<file path="config.mk">
export PLATFORM = sky130hd
export DESIGN_NAME = step_control_flat
export DESIGN_NICKNAME = d
export VERILOG_FILES = /design/src/rtl/proc_ctrl_pkg.sv /design/src/rtl/step_control_if.sv /design/src/rtl/key_debounce.sv /design/src/rtl/step_control.sv /design/src/flat_wrapper.sv
export SDC_FILE = /design/constraint.sdc
export NUM_CORES = 1
export LEC_CHECK = 0
export BUFFER_PORTS_ARGS = -buffer_cell sky130_fd_sc_hd__buf_2
export CORE_UTILIZATION = 50
export DETAILED_ROUTE_END_ITERATION = 8
export PLACE_DENSITY_LB_ADDON = 0.1
export SETUP_SLACK_MARGIN = 0.5
export SLEW_MARGIN = 15
export SYNTH_ARGS = -nofsm -noshare
export SYNTH_HDL_FRONTEND = slang
export SYNTH_SLANG_ARGS = --single-unit
</file>
<file path="constraint.sdc">
create_clock -name clock -period 2.05 [get_ports clock]
set_input_delay 0.3075 -clock clock [delete_from_list [all_inputs] [get_ports clock]]
set_output_delay 0.3075 -clock clock [all_outputs]
set_load 0.05 [all_outputs]
</file>
<file path="src/rtl/proc_ctrl_pkg.sv">
// proc_ctrl_pkg: shared processor-control state codes, widths and sizing helper
package proc_ctrl_pkg;
  typedef enum logic [1:0] {STOP = 2'd0, STEP = 2'd1, RUN = 2'd2, HALT = 2'd3} proc_state_t;
  localparam int COUNT_W = 16;
  function automatic int width_for(input int n);
    return (n > 1) ? $clog2(n) : 1;
  endfunction
endpackage

</file>
<file path="src/rtl/step_control_if.sv">
// step_control_if: pushbuttons, halt request and processor enable/status bundle
interface step_control_if;
  import proc_ctrl_pkg::*;
  logic               key_step_n;
  logic               key_run_n;
  logic               halt_req;
  logic               cpu_en;
  proc_state_t        mode;
  logic [COUNT_W-1:0] step_count;
  modport master (output key_step_n, key_run_n, halt_req, input cpu_en, mode, step_count);
  modport slave (input key_step_n, key_run_n, halt_req, output cpu_en, mode, step_count);
endinterface

</file>
<file path="src/rtl/key_debounce.sv">
// key_debounce: synchronize, debounce and detect the press edge of one active-low key
module key_debounce #(
  parameter int DEBOUNCE_CYCLES = 4
) (
  input  logic clock,
  input  logic reset,
  input  logic key_n,
  output logic press
);
  localparam int CW = $clog2(DEBOUNCE_CYCLES + 1);
  logic          sync1_q, sync2_q, stable_q, stable_d, armed_q, armed_d, done;
  logic [1:0]    fill_q;
  logic [CW-1:0] cnt_q, cnt_d;
  // synchronizer chain, stable level, run-length counter; fill/armed keep a key held through reset from firing
  always_ff @(posedge clock or negedge reset) begin
    if (!reset) begin
      sync1_q  <= 1'b1;
      sync2_q  <= 1'b1;
      stable_q <= 1'b1;
      cnt_q    <= '0;
      fill_q   <= '0;
      armed_q  <= 1'b0;
    end else begin
      sync1_q  <= key_n;
      sync2_q  <= sync1_q;
      stable_q <= stable_d;
      cnt_q    <= cnt_d;
      fill_q   <= {fill_q[0], 1'b1};
      armed_q  <= armed_d;
    end
  end
  // accept the new level after enough consecutive disagreeing samples; arm once a real released sample is seen
  always_comb begin
    done     = (sync2_q != stable_q) && (cnt_q == CW'(DEBOUNCE_CYCLES - 1));
    cnt_d    = (sync2_q == stable_q || done) ? '0 : cnt_q + 1'b1;
    stable_d = done ? sync2_q : stable_q;
    armed_d  = armed_q | (fill_q[1] & sync2_q);
  end
  assign press = armed_q & stable_q & ~stable_d;
endmodule

</file>
<file path="src/rtl/step_control.sv">
// step_control: single-step / free-run / halt clock-enable controller for a processor
module step_control
  import proc_ctrl_pkg::*;
#(
  parameter int DEBOUNCE_CYCLES = 4,
  parameter int RUN_DIV         = 25000000
) (
  input logic          clock,
  input logic          reset,
  step_control_if.slave bus
);
  localparam int DW = width_for(RUN_DIV);
  localparam logic [DW-1:0] DIV_LAST = DW'(RUN_DIV - 1);
  proc_state_t        state_q, state_d;
  logic [DW-1:0]      div_q, div_d;
  logic               cpu_en_q, cpu_en_d, cpu_en, step_ev, run_ev;
  logic [COUNT_W-1:0] count_q, count_d;
  key_debounce #(.DEBOUNCE_CYCLES(DEBOUNCE_CYCLES)) u_step (
    .clock(clock), .reset(reset), .key_n(bus.key_step_n), .press(step_ev)
  );
  key_debounce #(.DEBOUNCE_CYCLES(DEBOUNCE_CYCLES)) u_run (
    .clock(clock), .reset(reset), .key_n(bus.key_run_n), .press(run_ev)
  );
  // state, divider, registered enable and step counter
  always_ff @(posedge clock or negedge reset) begin
    if (!reset) begin
      state_q  <= STOP;
      div_q    <= '0;
      cpu_en_q <= 1'b0;
      count_q  <= '0;
    end else begin
      state_q  <= state_d;
      div_q    <= div_d;
      cpu_en_q <= cpu_en_d;
      count_q  <= count_d;
    end
  end
  // next state: halt dominates; run beats step in STOP; RUN and HALT only leave on a run event
  always_comb begin
    state_d = bus.halt_req ? HALT :
              (state_q == STOP) ? (run_ev ? RUN : step_ev ? STEP : STOP) :
              (state_q == STEP) ? STOP :
              run_ev ? STOP : state_q;
    div_d   = (state_d == RUN && state_q == RUN && div_q != DIV_LAST) ? div_q + 1'b1 : '0;
  end
  // outputs: enable next cycle for STEP or the divider's last count; count every enable that got out
  always_comb begin
    cpu_en_d = (state_d == STEP) || (state_d == RUN && div_d == DIV_LAST);
    count_d  = count_q + COUNT_W'(cpu_en);
  end
  assign cpu_en         = cpu_en_q & ~bus.halt_req;
  assign bus.cpu_en     = cpu_en;
  assign bus.mode       = state_q;
  assign bus.step_count = count_q;
endmodule

</file>
<file path="src/flat_wrapper.sv">
// flat-port wrapper written by rule: the top's interface ports become plain ports
module step_control_flat import proc_ctrl_pkg::*;
#(
  parameter int DEBOUNCE_CYCLES = 4,
  parameter int RUN_DIV         = 25000000
)
  (clock, reset, bus_key_step_n, bus_key_run_n, bus_halt_req, bus_cpu_en, bus_mode, bus_step_count);
  step_control_if bus_i ();
  input logic clock;
  input logic reset;
  input wire logic [$bits(bus_i.key_step_n)-1:0] bus_key_step_n;
  input wire logic [$bits(bus_i.key_run_n)-1:0] bus_key_run_n;
  input wire logic [$bits(bus_i.halt_req)-1:0] bus_halt_req;
  output wire logic [$bits(bus_i.cpu_en)-1:0] bus_cpu_en;
  output wire logic [$bits(bus_i.mode)-1:0] bus_mode;
  output wire logic [$bits(bus_i.step_count)-1:0] bus_step_count;
  assign bus_i.key_step_n = bus_key_step_n;
  assign bus_i.key_run_n = bus_key_run_n;
  assign bus_i.halt_req = bus_halt_req;
  assign bus_cpu_en = bus_i.cpu_en;
  assign bus_mode = bus_i.mode;
  assign bus_step_count = bus_i.step_count;
  step_control #(.DEBOUNCE_CYCLES(DEBOUNCE_CYCLES), .RUN_DIV(RUN_DIV)) u_core (.clock(clock), .reset(reset), .bus(bus_i));
endmodule
</file>
**After elaboration in Yosys (flattened, before gate mapping)**

Cells that the tools add are included.
Widths: inputs -> output; s select.

- Output and inout bits: 19
- Bits in latches: 0
- Register bits after elaboration: 62
- Memories: 0
- Memory bits (writable): 0
- Bits in read-only memories: 0
- Bits of input ports: 5

- Divide/modulo/power cells: 0
- Multiplexer cells: 11
- Shift operators: 0
- Equal/unequal tests: 12
- Bitwise logic cells: 12
- Add/subtract/negate cells: 4
- Order comparisons: 0
- Reductions and logical operators: 9
- Multiply operators: 0

Operators by type and width:

| kind | count |
|---|---|
| $add 25x1->25 const B | 1 |
| $eq 25x25->1 const B | 1 |
| $mux 25 | 1 |
| $ne 25x25->1 const B | 1 |
| $add 16x1->16 | 1 |
| $mux 2 | 5 |
| $and 1x1->1 | 7 |
| $add 3x1->3 const B | 2 |
| $eq 3x2->1 const B | 2 |
| $mux 3 | 2 |
| $logic_and 1x1->1 | 5 |
| $eq 2x1->1 const B | 2 |
| $eq 2x2->1 const B | 2 |
| $logic_or 1x1->1 | 3 |
| $mux 1 | 3 |
| $not 1->1 | 3 |
| $eq 1x1->1 | 2 |
| $logic_not 2->1 | 1 |
| $ne 1x1->1 | 2 |
| $or 1x1->1 | 2 |

**Depth between registers and ports, before layout**

- Word-level depth: 16
- Gate-level depth with buffers: 8
- Mapped depth without buffers: 8

**Modules after synthesis**

From an unflattened synthesis, not the netlist that was laid out.

- Cells, all modules: 262
- Area, all modules: 2915.3 um2

By module, submodules not included:

| module | seq. area each (um2) | cells each | instances | area each (um2) |
|---|---|---|---|---|
| step_control | 1101.1 | 222 | 1 | 2267.2 |
| key_debounce | 229.0 | 20 | 2 | 324.1 |

**Worst setup path before layout**

OpenSTA, ideal clock, no wires.

- Kind: reg2reg
- From: register u_core.cpu_en_q
- To: register u_core.count_q[15], in the netlist u_core.bus.step_count[15]
- Data required time: 1910 ps
- Period minus slack after synthesis: 2162 ps
- Slack: -112 ps
- Setup time: 140 ps
- Arrival: 2022 ps
- Stages on the path, launching flop included: 7
- Cell sequence: dfrtp_1 > nor2b_1 > ha_1 > nand3_1 > nor2b_1 > nand4_1 > xnor2_1

- Cells in the longest elaborated chain, start to end: 2

RTL lines:

| what | RTL line | RTL |
|---|---|---|
| from (decl) | step_control.sv:16 | `logic cpu_en_q, cpu_en_d, cpu_en, step_ev, run_ev;` |
| from (signal assigned) | step_control.sv:34 | `cpu_en_q <= cpu_en_d;` |
| $and 1x1->1 | step_control.sv:51 | `assign cpu_en = cpu_en_q & ~bus.halt_req;` |
| net bus_cpu_en | flat_wrapper.sv:14 | `output wire logic [$bits(bus_i.cpu_en)-1:0] bus_cpu_en;` |
| $add 16x1->16 | step_control.sv:49 | `count_d = count_q + COUNT_W'(cpu_en);` |
| net u_core.count_d[15] | step_control.sv:17 | `logic [COUNT_W-1:0] count_q, count_d;` |
| to (signal assigned) | step_control.sv:35 | `count_q <= count_d;` |
| to (decl) | step_control.sv:17 |  |

The timed path passes the listed nets, and every way through them passes these cells.

**Worst setup path after layout**

- From: register u_core.div_q[15]
- To: register u_core.cpu_en_q

- Cells in the longest elaborated chain, start to end: 6
- Elaborated cells between the ends (all ways): 7
- Those cells by class: 1 x add/sub; 2 x eq/ne; 1 x mux; 3 x reduce/logical

RTL lines:

| what | RTL line | RTL |
|---|---|---|
| from (decl) | step_control.sv:15 | `logic [DW-1:0] div_q, div_d;` |
| from (signal assigned) | step_control.sv:33 | `div_q <= div_d;` |
| parallel branches: the longest is 2 deep, another holds $add 25x1->25 | n/a |  |
| $mux 25 (*) | step_control.sv:44 | `div_d = (state_d == RUN && state_q == RUN && div_q != DIV_LAST) ? div_q + 1'b1 : '0;` |
| net u_core.div_d[24] | step_control.sv:15 |  |
| $eq 25x25->1 (*) | step_control.sv:48 | `cpu_en_d = (state_d == STEP) \|\| (state_d == RUN && div_d == DIV_LAST);` |
| $logic_and 1x1->1 (*) | step_control.sv:48 |  |
| $logic_or 1x1->1 (*) | step_control.sv:48 |  |
| net u_core.cpu_en_d | step_control.sv:16 |  |

Mark *: on every way through the listed nets, which the timed path passes.

==> run summary <==
The tools report the area of the mapped netlist as 2930 um2. In the synthesized netlist, the cells that appear most often are 54 x dfrtp_1, 44 x nor2_1, 20 x xor2_1. The run gives 6520 um as the aggregate routed wire length. TritonCTS created 9 clock buffers. After synthesis, flip-flops and latches occupy 51.5% of the total area. The cell taking the most area after synthesis was dfrtp_1. At the worst endpoint, the required time is 2280 ps. In this run, synthesis inferred 0 flip-flops with an integrated enable.

The largest net degree at the start of global routing is 61, and the switching power share of the total is 26.6%. For the worst clock skew, the log shows 8.20 ps. For the overall power, the log shows 2.94 mW. For this run, design rule violations remaining after detail routing come to 0. Setup repair after global routing could not meet its margin everywhere. The proportion of register bits with asynchronous set or reset after synthesis came out at 100%. In this run the power density over the cells is 738 nW/um2. Dividing the final minimum period by the clock period gives 98.1%. The congestion estimate from routability-driven global placement came to 0.876. Once the floorplan was initialized, standard cells occupied 52.6% of the core. The share of the core filled with cells is 71.4%. The largest single stage delay on the critical path is 460 ps.

Initial antenna violation count: 0. CTS placed an instance of clkbuf_8 at the clock tree root. 0 antenna diodes ended up in the layout. The flow ran to the end, and the final reports show no timing, DRC or antenna violations. The maximum clock insertion buffer count is 2, and the setup-violating endpoint count in the final report is 0. The logs give 5570 um2 for the core region area and 10800 um for the wire length of the first global-routing pass. The signal on the critical path passes through nor4b_2 -> nand4_1 -> o311ai_4 -> a21oi_2 -> nor4bb_4 -> a31o_1.

After floorplanning, the core was divided into 27 placement rows. The synthesized design devotes to its leading area cell type 46.1% of total area. The worst-case IR drop observed on VDD is 0.000636 V. The tools report the clock network fraction of total power as 39.5%. 24 I/O pins were placed.

The fraction of layout instances using a drive strength above 1 was 41.4%. The peak fanout along the critical path is 8. On the critical path, the stage with the largest delay is an instance of dfrtp_2. The cell count after synthesis came out at 279. The detailed router finished its first iteration with 138 violations.

Compared with the post-synthesis result, the final layout area differs by 35.9%. The combinational power share is 13.8%, and the via count of the first global-routing pass is 2248. The setup path with the least slack is of type flip-flop to flip-flop. The final hold violation count is 0, and the final-stage net count is 355.

The vertical extent of the die is 78.6 um, and the mean cell area of the mapped netlist is 10.5 um2. Endpoint type of the worst setup path: a flip-flop. By area the synthesized netlist is led by dfrtp_1 46%, xor2_1 6.0%, nor2_1 5.6%, dfstp_2 5.4%, xnor2_1 5.4%. In the final routed layout, each cell accounts on average for 15.5 um. The first-pass iteration count of the detailed router is 4, and the clock latency on the worst-skew pair is 340 ps. The level count of the clock H-tree came out at 3.

The count of cell types in the netlist was 49; the number of storage elements in the synthesis netlist was 60. The die outline width was 78.6 um; the count of pins over their slew limit was 0. After detailed placement, the design holds a cell count of 379. For this run, the number of Yosys warnings is 0. The total of max-cap violations came out at 0. The time the worst path needs with I/O delays and setup is 2010 ps, and the design internal power is 2.16 mW. The count of buffers from port buffering is 23. The run gives 0 as the antenna violation net count after detailed routing.

The tools report the remaining global-route overflow as 0. In the routed layout, each cell is associated on average with a via count of 5.42. The share of total power dissipated in sequential elements is 46.7%.

For the final hold slack, the log shows 60.4 ps. The data arrival at the endpoint of the critical path came out at 2240 ps. For the power spent charging and discharging nets, the log shows 0.782 mW. The dominant register cell in the synthesized netlist was dfrtp_1. The CTS clock-pin slew for the worst setup and hold paths was 70 ps. TritonCTS built the clock tree.

By instance count, the leading cell after synthesis is dfrtp_1. The leakage power was 1.67 nW. Counting every net in the synthesized netlist gives 291. The tools report the number of sinks driven by the clock tree as 60. The final route contains 2275 vias. The tightest min-delay check is of the input pin to flip-flop type. The HPWL after detailed placement is 4070 um. The finished layout holds 420 standard cells, fillers aside.

For the global-route usage over all layers, the log shows 23.2%. The worst setup path is launched from a flip-flop. The highest clock rate is 497 MHz, and the full die area is 6170 um2.
cell usage in the layout, fill, tap and decap left out, drive strengths merged, types with 5 or more instances in the layout:
| master | Yosys | layout |
|---|---|---|
| inv | 8 | 8 |
| dfstp | 6 | 6 |
| nand2 | 16 | 16 |
| nand2b | 5 | 5 |
| nor2 | 44 | 44 |
| xor2 | 20 | 20 |
| nand3 | 18 | 18 |
| nor4 | 5 | 5 |
| and3 | 6 | 6 |
| xnor2 | 18 | 18 |
| clkbuf | 5 | 10 |
| nand4 | 10 | 10 |
| dfrtp | 54 | 54 |
| buf | 4 | 61 |
| ha | 7 | 7 |
timing repair:
action / in CTS / in global routing
hold buffers: 1 / 0
pin swaps: 12 / 12
gates resized for setup: 37 / 11
hold endpoints to repair: 11 / 0
endpoints found under the setup margin: 29 / 30
setup buffers: 12 / 10
cloned: 2 / 0
power by group through the flow:
stage	combinational, mW	sequential [mW]	clock, mW
after detailed placement	0.321	1.38	0
after CTS	0.379	1.36	1.18
after global routing	0.455	1.38	1.24
after floorplan	0.164	1.44	0
final	0.405	1.37	1.16
after global placement	0.314	1.38	0
stage by stage:
| step | TNS, ps | area [um2] | setup WS (ps) |
|---|---|---|---|
| 3_5_place_dp | -8.41 | 3330 | -8.41 |
| 2_1_floorplan | 0 | 3080 | 199 |
| 6_report | 0 | 3980 | 39.1 |
| 4_1_cts | 0 | 3840 | 112 |
| 5_1_grt | -13.7 | 3980 | -13.7 |
| 3_3_place_gp | 0 | 3330 | 11.3 |
layout make-up:
cell class,instances,area [um2]
clock buffer,10,128
clock inverter,6,88.8
fill,397,1590
inverter,8,30.0
multi-input combinational,202,1610
sequential,60,1520
tap,72,90.1
timing repair buffer,62,510
path summary, 6_finish.rpt:
check | startpoint | end | slack, ps | depth (start not counted)
min reg2reg | u_core.u_step.fill_q[0] | u_core.u_run.fill_q[1] | 360 | 0
max in group asynchronous | reset | u_core.u_run.sync1_q | 1230 | 3
min in group asynchronous | reset | u_core.div_q[3] | 520 | 3
min | bus_key_run_n | u_core.u_run.sync1_q | 60 | 1
max reg2reg | u_core.div_q[15] | u_core.cpu_en_q | 40 | 6
max | u_core.div_q[15] | u_core.cpu_en_q | 40 | 6
routing by layer:
| metal | GRT usage (%) | part of all wire [%] |
|---|---|---|
| met2 | 37.8 | 50 |
| met3 | 4.65 | 3.7 |
| met1 | 29.3 | 44 |
| met4 | 11.7 | 2.0 |
| met5 | 0 | 0 |
sequential cells by signal, summed over array words and instances (netlist names), 2 cells and up:
name	flops
u_core.bus.step_count	16
u_core.bus.mode	2
u_core.div_q	25
u_core.u_step.cnt_q	3
u_core.u_run.cnt_q	3
worst max-delay path, delay by kind of cell (launching register included):
kind / cells / cell delay (ps)
AOI/OAI and AO/OA: 3 / 690
DFF: 1 / 460
and+or+nand+nor: 3 / 750
logic make-up after synthesis:
family	share of synthesized area (%)
compound gates	5.00
other cells	0.128
flops	51.5
buf+inv	2.48
simple gates	24.6
mux	1.96
fa+ha+maj	2.99
xor+xnor	11.4
Power figures use the tool's default switching activity.
